$ cat src/rtl/pulse_gen_pkg.sv
// Shared state encoding and default widths for the programmable pulse generator.
package pulse_gen_pkg;

  localparam int unsigned CNT_W_DEF = 16;
  localparam int unsigned NUM_W_DEF = 8;

  typedef enum logic [1:0] {
    ST_IDLE = 2'd0,
    ST_HIGH = 2'd1,
    ST_LOW  = 2'd2,
    ST_FIN  = 2'd3
  } state_e;

endpackage

$ cat src/rtl/pulse_gen_cnt.sv
// Loadable down-counter used to time the HIGH and LOW phases of each pulse.
module pulse_gen_cnt #(
  parameter int unsigned CNT_W = 16
) (
  input  logic             clk,
  input  logic             rst_n,
  input  logic             i_load,
  input  logic [CNT_W-1:0] i_load_val,
  input  logic             i_en,
  output logic             o_zero_c
);

  logic [CNT_W-1:0] r_count;

  always_ff @(posedge clk) begin
    if (!rst_n) begin
      r_count <= '0;
    end else if (i_load) begin
      r_count <= i_load_val;
    end else if (i_en && (r_count != '0)) begin
      r_count <= CNT_W'(r_count - 1'b1);
    end
  end

  // Zero marks the last cycle of the current phase.
  assign o_zero_c = (r_count == '0);

endmodule

$ cat src/rtl/pulse_gen.sv
// Programmable pulse source: burst or continuous pulses of latched width/period.
module pulse_gen
  import pulse_gen_pkg::*;
#(
  parameter int unsigned CNT_W = CNT_W_DEF,
  parameter int unsigned NUM_W = NUM_W_DEF
) (
  input  logic             clk,
  input  logic             rst_n,
  input  logic             start,
  input  logic             stop,
  input  logic             cont,
  input  logic [CNT_W-1:0] period,
  input  logic [CNT_W-1:0] width,
  input  logic [NUM_W-1:0] num_pulses,
  output logic             pout,
  output logic             busy,
  output logic             done,
  output logic [NUM_W-1:0] pulse_cnt
);

  state_e           r_state;
  logic             r_pout;
  logic             r_busy;
  logic             r_done;
  logic [NUM_W-1:0] r_pulse_cnt;
  logic             r_cont;
  logic [CNT_W-1:0] r_period;
  logic [CNT_W-1:0] r_width;
  logic [NUM_W-1:0] r_num;

  logic             w_start_ok;
  logic             w_valid;
  logic [CNT_W-1:0] w_width_eff;
  logic             w_load;
  logic [CNT_W-1:0] w_load_val;
  logic             w_en;
  logic             w_zero;
  logic             w_more;

  assign w_start_ok  = start && !stop;
  assign w_valid     = (period >= CNT_W'(2)) && (width != '0) &&
                       (cont || (num_pulses != '0));
  // Guarantee at least one low cycle per period.
  assign w_width_eff = (width >= period) ? CNT_W'(period - 1'b1) : width;
  assign w_more      = r_cont || (r_pulse_cnt < r_num);

  // Phase counter control: load on phase entry, count down within a phase.
  always_comb begin
    w_load     = 1'b0;
    w_load_val = '0;
    w_en       = 1'b0;
    case (r_state)
      ST_IDLE: begin
        if (w_start_ok && w_valid) begin
          w_load     = 1'b1;
          w_load_val = CNT_W'(w_width_eff - 1'b1);
        end
      end
      ST_HIGH: begin
        if (!stop) begin
          if (w_zero) begin
            w_load     = 1'b1;
            w_load_val = CNT_W'(r_period - r_width - 1'b1);
          end else begin
            w_en = 1'b1;
          end
        end
      end
      ST_LOW: begin
        if (!stop) begin
          if (w_zero) begin
            w_load     = 1'b1;
            w_load_val = CNT_W'(r_width - 1'b1);
          end else begin
            w_en = 1'b1;
          end
        end
      end
      default: begin
        w_load = 1'b0;
      end
    endcase
  end

  pulse_gen_cnt #(
    .CNT_W (CNT_W)
  ) u_cnt (
    .clk        (clk),
    .rst_n      (rst_n),
    .i_load     (w_load),
    .i_load_val (w_load_val),
    .i_en       (w_en),
    .o_zero_c   (w_zero)
  );

  always_ff @(posedge clk) begin
    if (!rst_n) begin
      r_state     <= ST_IDLE;
      r_pout      <= 1'b0;
      r_busy      <= 1'b0;
      r_done      <= 1'b0;
      r_pulse_cnt <= '0;
      r_cont      <= 1'b0;
      r_period    <= '0;
      r_width     <= '0;
      r_num       <= '0;
    end else begin
      case (r_state)
        ST_IDLE: begin
          r_done <= 1'b0;
          if (w_start_ok) begin
            r_cont      <= cont;
            r_period    <= period;
            r_width     <= w_width_eff;
            r_num       <= num_pulses;
            r_pulse_cnt <= '0;
            if (w_valid) begin
              r_state <= ST_HIGH;
              r_pout  <= 1'b1;
              r_busy  <= 1'b1;
            end else begin
              r_state <= ST_FIN;
              r_done  <= 1'b1;
            end
          end
        end
        ST_HIGH: begin
          if (stop) begin
            r_state <= ST_FIN;
            r_pout  <= 1'b0;
            r_busy  <= 1'b0;
            r_done  <= 1'b1;
          end else if (w_zero) begin
            r_state     <= ST_LOW;
            r_pout      <= 1'b0;
            r_pulse_cnt <= NUM_W'(r_pulse_cnt + 1'b1);
          end
        end
        ST_LOW: begin
          if (stop) begin
            r_state <= ST_FIN;
            r_busy  <= 1'b0;
            r_done  <= 1'b1;
          end else if (w_zero) begin
            if (w_more) begin
              r_state <= ST_HIGH;
              r_pout  <= 1'b1;
            end else begin
              r_state <= ST_FIN;
              r_busy  <= 1'b0;
              r_done  <= 1'b1;
            end
          end
        end
        ST_FIN: begin
          r_state <= ST_IDLE;
          r_pout  <= 1'b0;
          r_busy  <= 1'b0;
          r_done  <= 1'b0;
        end
        default: begin
          r_state <= ST_IDLE;
        end
      endcase
    end
  end

  assign pout      = r_pout;
  assign busy      = r_busy;
  assign done      = r_done;
  assign pulse_cnt = r_pulse_cnt;

endmodule

$ cat config.mk
export PLATFORM = sky130hd
export DESIGN_NAME = pulse_gen
export DESIGN_NICKNAME = d
export VERILOG_FILES = /design/src/rtl/pulse_gen_pkg.sv /design/src/rtl/pulse_gen_cnt.sv /design/src/rtl/pulse_gen.sv
export SDC_FILE = /design/constraint.sdc
export NUM_CORES = 1
export LEC_CHECK = 0
export ABC_CLOCK_PERIOD_IN_PS = 6200
export BUFFER_PORTS_ARGS = -buffer_cell sky130_fd_sc_hd__buf_2
export CAP_MARGIN = 0
export CORE_MARGIN = 3
export CORE_UTILIZATION = 40
export DETAILED_ROUTE_END_ITERATION = 8
export GPL_ROUTABILITY_DRIVEN = 1
export HOLD_SLACK_MARGIN = 0.06
export PLACE_DENSITY = 0.65
export SETUP_SLACK_MARGIN = 0.02
export SYNTH_ARGS = -nofsm -noshare
export SYNTH_HDL_FRONTEND = slang
export SYNTH_HIERARCHICAL = 1
export SYNTH_SLANG_ARGS = --single-unit
$ cat constraint.sdc
create_clock -name clk -period 6.2 [get_ports clk]
set_input_delay 0.93 -clock clk [delete_from_list [all_inputs] [get_ports clk]]
set_output_delay 0.93 -clock clk [all_outputs]
set_load 0.01 [all_outputs]
==> impl_metrics.env <==
export IMPL_status="complete, no violations"
export IMPL_dr_wl_met3_microns=840
export IMPL_arrival_ns=4.74
export IMPL_power_density_mw_per_mm2=355
export IMPL_viasPerCell=5.75
export IMPL_cts_hold_buf=0
export IMPL_setup_viol=0
export IMPL_syn_avg_cell_area_sq_um=7.33
export IMPL_post_route_cell_area_sq_mm=0.00683
export IMPL_dr_pass1_iters=5
export IMPL_period_needed_ns=4.46
export IMPL_gr_usage_all_layers=0.210
export IMPL_finalCritPeriodShare=0.720
export IMPL_ys_flop_type="dfxtp_1"
export IMPL_grt_antenna_before_repair=0
export IMPL_start_util=0.419
export IMPL_dr_wl_met2_microns=8040
export IMPL_ioPinCount=56
export IMPL_wl_per_cell_microns=16.8
export IMPL_grt_pass1_vias=5642
export IMPL_fin_skew_ns=0.0102
export IMPL_gp_congestion=0.959
export IMPL_die_x_microns=131
export IMPL_cts_sinks=70
export IMPL_setup_tns_ns=0
export IMPL_synth_nets=943
export IMPL_routed_wl_microns=17900
export IMPL_worstSetupPathType="flop to flop"
export IMPL_synthDistinctLibCells=80
export IMPL_cts_buffers=9
export IMPL_synth_async_sr_flop_share=0
export IMPL_placeableCoreArea_sq_mm=0.0149
export IMPL_dr_first_iter_drc_count=402
export IMPL_met1_length_microns=8570
export IMPL_rsz0062_at_grt="no"
export IMPL_post_cts_buffers=0
export IMPL_port_buffers=55
export IMPL_final_nets=970
export IMPL_place_hpwl_microns=13900
export IMPL_grt_pass1_wl_microns=28500
export IMPL_grt_overflow=0
export IMPL_cp_max_fo=28
export IMPL_finalPower_mw=2.42
export IMPL_diodes=0
export IMPL_cts_buffer_depth=2
export IMPL_syn_instance_count=849
export IMPL_cts_tree="built"
export IMPL_required_ns=6.48
export IMPL_row_count=44
export IMPL_highest_layer="met4"
export IMPL_max_freq_mhz=224
export IMPL_final_util=0.460
export IMPL_ir_drop_mv=0.188
export IMPL_route_vias_total=6122
export IMPL_syn_area_sq_mm=0.00622
export IMPL_ys_seq_area_frac=0.225
export IMPL_leakagePower_nw=2.69
export IMPL_antenna_left=0
export IMPL_syn_to_final_growth_pct=9.77
export IMPL_htree_levels=3
export IMPL_hold_viol=0
export IMPL_max_slew_margin=0.302
export IMPL_clk_latency_ns=0.36
export IMPL_path_clk_slew_ns=0.07
export IMPL_crit_path_end_kind="flop"
export IMPL_cap_violations=0
export IMPL_cts_resized=0
export IMPL_yosys_warnings=6
export IMPL_synth_edf_count=0
export IMPL_placed_area_sq_mm=0.00650
export IMPL_drive_gt1_frac=0.119
export IMPL_max_slew_worst_pin_slew_ns=1.04
export IMPL_root_buffer="clkbuf_16"
export IMPL_drv_slew=0
export IMPL_worstHoldPathType="flop to flop"
export IMPL_fillers=1547
export IMPL_die_y_microns=131
export IMPL_grt_max_degree=46
export IMPL_start_kind="flop"
export IMPL_synth_seq_cells=70
export IMPL_dieArea_sq_mm=0.0171
export IMPL_drc_errors=0
power breakdown:
part | switching [mW] | total (mW) | internal (mW)
combinational | 0.738 | 1.21 | 0.468
sequential | 0.0914 | 0.630 | 0.538
clock | 0.231 | 0.589 | 0.359
total | 1.06 | 2.42 | 1.36
cell families after synthesis:
| family | Yosys count | synth area share |
|---|---|---|
| buffers and inverters | 103 | 0.0790 |
| AND/OR/NAND/NOR | 335 | 0.269 |
| flip-flops | 70 | 0.225 |
| XOR/XNOR | 55 | 0.0774 |
| adder cells (fa/ha/maj) | 49 | 0.0997 |
| AO/OA/AOI/OAI | 218 | 0.218 |
| multiplexers | 19 | 0.0318 |
critical path, cell delays in order, from the launching register on:
cell      delay (ns)
dfxtp_1         0.38
nor4_2          0.54
nand4_1         0.40
inv_1           0.41
nor2b_1         0.54
nand2_1         0.11
a21oi_1         0.61
clkinv_1        0.80
and4_1          0.45
nor3_1          0.15
final cells by class:
| type | instances | area [sq um] | area share |
|---|---|---|---|
| Clock inverter | 7 | 105 | 0.0154 |
| Inverter | 60 | 225 | 0.0330 |
| Clock buffer | 9 | 225 | 0.0330 |
| Timing Repair Buffer | 59 | 305 | 0.0447 |
| Sequential cell | 70 | 1400 | 0.205 |
| Tap cell | 184 | 230 | 0.0337 |
| Multi-Input combinational cell | 676 | 4340 | 0.635 |
cell usage in the layout (no fill, tap or decap), drive strengths merged, types with 6 or more instances in the layout:
| master | instances |
|---|---|
| o21ai | 41 |
| a21o | 9 |
| o22ai | 9 |
| nand4 | 16 |
| xor2 | 14 |
| xnor2 | 41 |
| nand2b | 9 |
| nor3 | 28 |
| a21oi | 81 |
| or3 | 13 |
| o211ai | 8 |
| and2 | 7 |
| mux2i | 13 |
| ha | 48 |
| clkbuf | 9 |
| a211oi | 9 |
| nand3 | 23 |
| nor2 | 73 |
| dfxtp | 70 |
| mux2 | 6 |
| inv | 62 |
| or4 | 9 |
| and3 | 8 |
| buf | 59 |
| nor4 | 14 |
| nand2 | 109 |
| o31ai | 9 |
| a31oi | 16 |
per-stage QoR:
| step | setup slack, ns | std cells | hold WS [ns] |
|---|---|---|---|
| floorplan | 1.89 | 849 | 0.436 |
| global placement | 1.63 | 1049 | 0.443 |
| detailed placement | 1.66 | 1049 | 0.447 |
| CTS | 1.81 | 1065 | 0.456 |
| global route | 1.17 | 1065 | 0.474 |
| finish | 1.74 | 1065 | 0.455 |
cells in the mapped netlist (all sizes together) (14+ instances only):
cell	count	area [sq um]
dfxtp	70	1400
nand3	23	115
nor3	28	145
a21oi	81	405
nand4	16	100
nor2	73	274
nand2	109	409
clkbuf	35	213
xnor2	41	359
xor2	14	123
a31oi	16	100
nor4	14	100
o21ai	41	205
ha	48	601
inv	59	221
sequential cells by signal, indices dropped and copies added, names as in the netlist:
register / count
pout: 1
r_state: 2
r_num: 8
r_period: 16
u_cnt/r_count: 16
done: 1
r_width: 16
busy: 1
r_cont: 1
pulse_cnt: 8
final timing paths:
kind,startpoint,to,slack (ns),cells after the start
max,u_cnt/r_count[7]$_SDFFE_PN0P_,u_cnt/r_count[8]$_SDFFE_PN0P_,1.74,9
min,r_num[1]$_SDFFE_PN0P_,r_num[1]$_SDFFE_PN0P_,0.45,2
max reg2reg,u_cnt/r_count[7]$_SDFFE_PN0P_,u_cnt/r_count[8]$_SDFFE_PN0P_,1.74,9
min reg2reg,r_num[1]$_SDFFE_PN0P_,r_num[1]$_SDFFE_PN0P_,0.45,2
per-layer routing:
| layer | vias to the layer above | GRT usage |
|---|---|---|
| met4 | 0 | 0.0853 |
| met5 | - | 0 |
| met3 | 33 | 0.0398 |
| li1 | 3102 | - |
| met2 | 154 | 0.331 |
| met1 | 2833 | 0.284 |
(Power assumes the default switching activity.)
